===== src/rtl/instruction_fetch_if.sv =====
// Instruction memory read bus between the fetch stage (master) and instruction memory (slave).
interface instruction_fetch_if #(
    parameter int unsigned WIDTH = 16
);
    logic [WIDTH-1:0] mem_addr;
    logic             mem_rd;
    logic             mem_ack;
    logic [WIDTH-1:0] mem_rdata;

    modport master (
        output mem_addr,
        output mem_rd,
        input  mem_ack,
        input  mem_rdata
    );

    modport slave (
        input  mem_addr,
        input  mem_rd,
        output mem_ack,
        output mem_rdata
    );
endinterface


===== src/rtl/instruction_fetch.sv =====
// Fetch stage: reads the word at the current PC over a req/ack bus, latches it into the IR,
// and pulses o_pc_enable once per completed fetch. Handles branch flush and a wait-state timeout fault.
module instruction_fetch #(
    parameter int unsigned WIDTH   = 16,
    parameter int unsigned TIMEOUT = 15
) (
    input  logic                i_clk,
    input  logic                i_rst,
    input  logic [WIDTH-1:0]    i_pc,
    input  logic                i_fetch_go,
    input  logic                i_flush,
    instruction_fetch_if.master mem,
    output logic [WIDTH-1:0]    o_ir,
    output logic                o_ir_valid,
    output logic                o_pc_enable,
    output logic                o_busy,
    output logic                o_fault
);
    localparam int unsigned CNT_W    = (TIMEOUT <= 1) ? 1 : $clog2(TIMEOUT);
    localparam int unsigned CNT_LAST = (TIMEOUT == 0) ? 0 : TIMEOUT - 1;

    typedef enum logic [1:0] {
        S_IDLE,
        S_WAIT,
        S_DRAIN,
        S_FAULT
    } state_t;

    state_t           r_state;
    logic [WIDTH-1:0] r_mem_addr;
    logic             r_mem_rd;
    logic [WIDTH-1:0] r_ir;
    logic             r_ir_valid;
    logic             r_pc_enable;
    logic             r_busy;
    logic             r_fault;
    logic [CNT_W-1:0] r_cnt;

    logic             w_timeout_hit;
    logic             w_cnt_sat;

    // Counter holds the number of no-ack cycles already seen; the next one at CNT_LAST is the TIMEOUT-th.
    assign w_timeout_hit = (TIMEOUT != 0) && (r_cnt == CNT_W'(CNT_LAST));
    assign w_cnt_sat     = (r_cnt == {CNT_W{1'b1}});

    always_ff @(posedge i_clk) begin
        if (i_rst) begin
            r_state     <= S_IDLE;
            r_mem_addr  <= '0;
            r_mem_rd    <= 1'b0;
            r_ir        <= '0;
            r_ir_valid  <= 1'b0;
            r_pc_enable <= 1'b0;
            r_busy      <= 1'b0;
            r_fault     <= 1'b0;
            r_cnt       <= '0;
        end else begin
            r_pc_enable <= 1'b0;
            unique case (r_state)
                S_IDLE: begin
                    if (i_flush) begin
                        r_ir_valid <= 1'b0;
                    end else if (i_fetch_go) begin
                        r_mem_addr <= i_pc;
                        r_mem_rd   <= 1'b1;
                        r_ir_valid <= 1'b0;
                        r_cnt      <= '0;
                        r_busy     <= 1'b1;
                        r_state    <= S_WAIT;
                    end
                end
                S_WAIT: begin
                    if (mem.mem_ack) begin
                        r_mem_rd <= 1'b0;
                        r_busy   <= 1'b0;
                        r_state  <= S_IDLE;
                        if (!i_flush) begin
                            r_ir        <= mem.mem_rdata;
                            r_ir_valid  <= 1'b1;
                            r_pc_enable <= 1'b1;
                        end
                    end else if (w_timeout_hit) begin
                        r_mem_rd <= 1'b0;
                        r_fault  <= 1'b1;
                        r_state  <= S_FAULT;
                    end else begin
                        if (!w_cnt_sat) r_cnt <= r_cnt + CNT_W'(1);
                        if (i_flush) r_state <= S_DRAIN;
                    end
                end
                // Memory cannot abort, so a flushed request waits out its ack and drops the data.
                S_DRAIN: begin
                    if (mem.mem_ack) begin
                        r_mem_rd <= 1'b0;
                        r_busy   <= 1'b0;
                        r_state  <= S_IDLE;
                    end else if (w_timeout_hit) begin
                        r_mem_rd <= 1'b0;
                        r_fault  <= 1'b1;
                        r_state  <= S_FAULT;
                    end else if (!w_cnt_sat) begin
                        r_cnt <= r_cnt + CNT_W'(1);
                    end
                end
                S_FAULT: begin
                    r_state <= S_FAULT;
                end
            endcase
        end
    end

    assign mem.mem_addr = r_mem_addr;
    assign mem.mem_rd   = r_mem_rd;
    assign o_ir         = r_ir;
    assign o_ir_valid   = r_ir_valid;
    assign o_pc_enable  = r_pc_enable;
    assign o_busy       = r_busy;
    assign o_fault      = r_fault;
endmodule


===== src/flat_wrapper.sv =====
// flat-port wrapper written by rule: the top's interface ports become plain ports
module instruction_fetch_flat 
#(
    parameter int unsigned WIDTH   = 16,
    parameter int unsigned TIMEOUT = 15
)
  (i_clk, i_rst, i_pc, i_fetch_go, i_flush, o_ir, o_ir_valid, o_pc_enable, o_busy, o_fault, mem_mem_addr, mem_mem_rd, mem_mem_ack, mem_mem_rdata);
  instruction_fetch_if #(.WIDTH(WIDTH)) mem_i ();
  input  logic i_clk;
  input  logic i_rst;
  input  logic [WIDTH-1:0] i_pc;
  input  logic i_fetch_go;
  input  logic i_flush;
  output logic [WIDTH-1:0] o_ir;
  output logic o_ir_valid;
  output logic o_pc_enable;
  output logic o_busy;
  output logic o_fault;
  output wire logic [$bits(mem_i.mem_addr)-1:0] mem_mem_addr;
  output wire logic [$bits(mem_i.mem_rd)-1:0] mem_mem_rd;
  input wire logic [$bits(mem_i.mem_ack)-1:0] mem_mem_ack;
  input wire logic [$bits(mem_i.mem_rdata)-1:0] mem_mem_rdata;
  assign mem_mem_addr = mem_i.mem_addr;
  assign mem_mem_rd = mem_i.mem_rd;
  assign mem_i.mem_ack = mem_mem_ack;
  assign mem_i.mem_rdata = mem_mem_rdata;
  instruction_fetch #(.WIDTH(WIDTH), .TIMEOUT(TIMEOUT)) u_core (.i_clk(i_clk), .i_rst(i_rst), .i_pc(i_pc), .i_fetch_go(i_fetch_go), .i_flush(i_flush), .mem(mem_i), .o_ir(o_ir), .o_ir_valid(o_ir_valid), .o_pc_enable(o_pc_enable), .o_busy(o_busy), .o_fault(o_fault));
endmodule

===== config.mk =====
export PLATFORM = sky130hd
export DESIGN_NAME = instruction_fetch_flat
export DESIGN_NICKNAME = d
export VERILOG_FILES = /design/src/rtl/instruction_fetch_if.sv /design/src/rtl/instruction_fetch.sv /design/src/flat_wrapper.sv
export SDC_FILE = /design/constraint.sdc
export NUM_CORES = 1
export LEC_CHECK = 0
export ABC_AREA = 0
export BUFFER_PORTS_ARGS = -buffer_cell sky130_fd_sc_hd__buf_2
export CAP_MARGIN = 20
export CORE_MARGIN = 3
export CORE_UTILIZATION = 35
export CTS_BUF_LIST = sky130_fd_sc_hd__clkbuf_8
export DETAILED_ROUTE_END_ITERATION = 16
export GPL_TIMING_DRIVEN = 1
export PLACE_DENSITY = 0.62
export REMOVE_ABC_BUFFERS = 1
export SETUP_SLACK_MARGIN = 0.4
export SLEW_MARGIN = 0
export SYNTH_ARGS = -nofsm -noshare
export SYNTH_HDL_FRONTEND = slang
export SYNTH_SLANG_ARGS = --single-unit

===== constraint.sdc =====
create_clock -name i_clk -period 1.8 [get_ports i_clk]
set_input_delay 0.09 -clock i_clk [delete_from_list [all_inputs] [get_ports i_clk]]
set_output_delay 0.09 -clock i_clk [all_outputs]
set_load 0.02 [all_outputs]

==> impl_results.md <==
* Capture point of the worst path: u_core.r_cnt[0]$_SDFFE_PP0P_
* Run status: finished clean
* Worst Setup SP: u_core.r_state[1]$_SDFFE_PP0P_
* Final core utilization at 0.529
* Clock buffer depth at 2
* Clock tree from TritonCTS: built
* R2R Path Start: u_core.r_state[1]$_SDFFE_PP0P_
* Pwr dens at 898 nW/µm²
* Max cap viols at 0
* Final-report setup violation count at 0
* Detailed Place HPWL at 3190 µm
* Reg-to-reg slack, setup at 250 ps
* Number of levels the H-tree was split into at 2
* Sequential area share after synthesis at 0.465
* Ratio of cells with drive above 1 in the final layout at 0.381
* Unrepaired setup endpoints after global routing: yes
* Rows at 25
* Max stage delay on crit path at 470 ps
* Element type at the critical path start: flop
* Final critical delay including setup and external delays at 1550 ps
* Synthesis warning total at 0
* Vertical extent of the die at 78.7 µm
* Vias in the first global route at 1631
* Core ar. at 4910 µm²
* Number of violations reported at the end of detailed-routing iteration 0 at 97
* Fillers at 481
* Crit path buffers/inverters at 1
* Summed instance area of the synthesized netlist at 1850 µm²
* Number of max-slew violations in the final report at 0
* Max Freq at 645 MHz
* Met3 wire len at 388 µm
* Worst Hold Slack at 23.8 ps
* Worst path arrival time at 1750 ps
* Number of cell instances on the worst register-to-register path at 6
* Most frequent standard cell in the layout excluding fill and tap cells: buf_2
* Remaining DRCs at 0
* Class of the most critical hold timing path: in2reg
* Required @ worst endpoint at 2000 ps
* Wire length of the first global-routing pass at 7380 µm
* Number of library cell types mapped by synthesis at 35
* Worst-path clk slew at 80 ps
* Die ar. at 6200 µm²
* Family with the most delay on the worst path: simple AND/OR/NAND/NOR gates
* Final GP Congestion at 0.789
* Maximum clock skew at final layout at 5.54 ps
* Maximum fanout along the worst path at 4
* Initial standard-cell utilization of the core at 0.377
* Antenna diodes at 0
* Number of I/O port buffers at 73
* Transition time at the pin with the least slew margin at 341 ps
* Root buf cell: clkbuf_8
* Number of nets with antenna violations after routing at 0
* Commonest cells after routing, fill and taps aside: 74 x buf_2, 66 x nand2_1, 40 x a21oi_1
* Total via count in the routed design at 1820
* Pin count of the biggest net entering global routing at 31
* Number of sinks handled by clock tree synthesis at 43
* Worst-case vdd ir drop at 0.000498 V
* Number of cells on the critical path at 6
* Final routed wirelength across all metal layers at 4930 µm
* Slew margin rel. at 0.772
* Cell with the largest stage delay on the worst path: or4_1
* Drt via density at 4.83
* Total Nets Final at 355
* Area fraction of the dominant cell type after synthesis at 0.465
* Ports placed on the boundary at 74
* Routed length per placed instance at 13.1 µm
* Global-route usage over all layers at 0.146
* Hold_buf cts at 0
* Synthesized flop and latch total at 43
* Gate count of the mapped netlist at 229
* Pre-Repair DR Iteration Count at 4
* Final hold viol count at 0
* Total CTS buffers at 5
* Antenna violations before repair at 0
* Relative area change from synthesis to final layout at 40.5%
* WHS Path Cells at 3
* Crit share post-route at 0.861
* Gr ovfl total at 0
* Mean instance size in the synthesized netlist at 8.08 µm²
* Leading post-synthesis cells by cell area: dfxtp_1 47%, nand2_1 14%, a21oi_1 11%, ha_1 6.1%, o21ai_0 1.9%
* Cell type with the highest aggregate area in the netlist: dfxtp_1
* Lkg Pwr at 1.13 nW
* CP Class: reg2reg
* Top routing layer in use: met4
* Met1 wire length at 2150 µm
* Clock latency reported for the late side of the worst-skew pair at 290 ps
* Kind of end point of the critical path: flop
* Setup tns final at 0 ps
* Cell breakdown of the critical path: inv_4 -> ha_4 -> nor2b_4 -> a21oi_2 -> or4_1 -> o31ai_1
* End of the worst register-to-register path: u_core.r_cnt[0]$_SDFFE_PP0P_
* Met2 routed wirelength at 2360 µm
* Die span in x at 78.7 µm
[per-layer routing]
layer | vias to the layer above | track usage
li1 | 934 | -
met1 | 818 | 0.189
met2 | 63 | 0.231
met3 | 5 | 0.0567
met4 | 0 | 0.0315
met5 | - | 0
[synthesized netlist by cell type, drive strengths merged]
cell type	n
and2	1
clkbuf	9
o21a	2
or4	2
buf	5
nor3	1
and2b	1
a2bb2oi	1
o32ai	1
dfxtp	43
nand2b	6
nand3b	2
a41oi	2
and4bb	1
a211oi	1
nor2b	2
o21bai	1
nand2	67
nand4b	1
a31oi	2
or2	1
o21ai	7
o31ai	2
a21oi	41
nor2	7
and3	1
inv	4
nand3	1
ha	9
o211ai	1
and3b	1
or3	2
o311ai	1
[worst min-delay path, stage by stage]
cell and delay (ps):
buf_2 90, nand2_1 40, a21oi_1 50
[per-stage QoR]
stage	std cells	instance area, µm²	setup slack [ps]	power, mW
final	377	2600	249	2.34
after global routing	377	2600	179	2.45
after CTS	372	2500	252	2.32
after detailed placement	361	2280	60.7	1.42
after global placement	361	2280	107	1.41
after floorplan	215	1790	64.3	1.25
[registers in the layout (all words and copies together), names as in the netlist]
name,cells
u_core.mem.mem_addr,16
u_core.mem.mem_rd,1
u_core.o_busy,1
u_core.o_fault,1
u_core.o_ir,16
u_core.o_ir_valid,1
u_core.o_pc_enable,1
u_core.r_cnt,4
u_core.r_state,2
[power by group]
| group | internal [mW] | total (mW) | switching (mW) |
|---|---|---|---|
| clock | 0.549 | 0.872 | 0.323 |
| sequential | 0.996 | 1.02 | 0.0235 |
| combinational | 0.189 | 0.445 | 0.255 |
| total | 1.73 | 2.34 | 0.601 |
[area by class of cell]
type | instances | area, µm² | share of cell area
timing repair buffer | 85 | 464 | 0.179
inverter | 4 | 20.0 | 0.00770
sequential | 43 | 866 | 0.333
clock buffer | 5 | 68.8 | 0.0265
tap | 67 | 83.8 | 0.0322
clock inverter | 3 | 63.8 | 0.0245
multi-input combinational | 170 | 1030 | 0.397
[cell families after synthesis]
| logic type | synth area share |
|---|---|
| AND/OR/NAND/NOR | 0.242 |
| flip-flops | 0.465 |
| buffers and inverters | 0.0433 |
| AO/OA/AOI/OAI | 0.189 |
| adder cells (fa/ha/maj) | 0.0609 |
[worst min-delay path by stage]
stage                 startpoint                             endpoint
6_report                 i_pc[1]  u_core.mem.mem_addr[1]$_SDFFE_PP0P_
5_1_grt        mem_mem_rdata[13]         u_core.o_ir[13]$_SDFFE_PP0P_
4_1_cts                  i_pc[1]  u_core.mem.mem_addr[1]$_SDFFE_PP0P_
3_5_place_dp             i_pc[1]  u_core.mem.mem_addr[1]$_SDFFE_PP0P_
3_3_place_gp             i_pc[8]  u_core.mem.mem_addr[8]$_SDFFE_PP0P_
2_1_floorplan              i_rst  u_core.mem.mem_addr[0]$_SDFFE_PP0P_
[repair_timing]
item                       CTS  global route
setup endpoints to repair   26            40
gates resized for setup     19            21
pin swaps                    5             6
gates cloned                 0             4
setup buffers                3             1
Power figures use the tool's default switching activity.
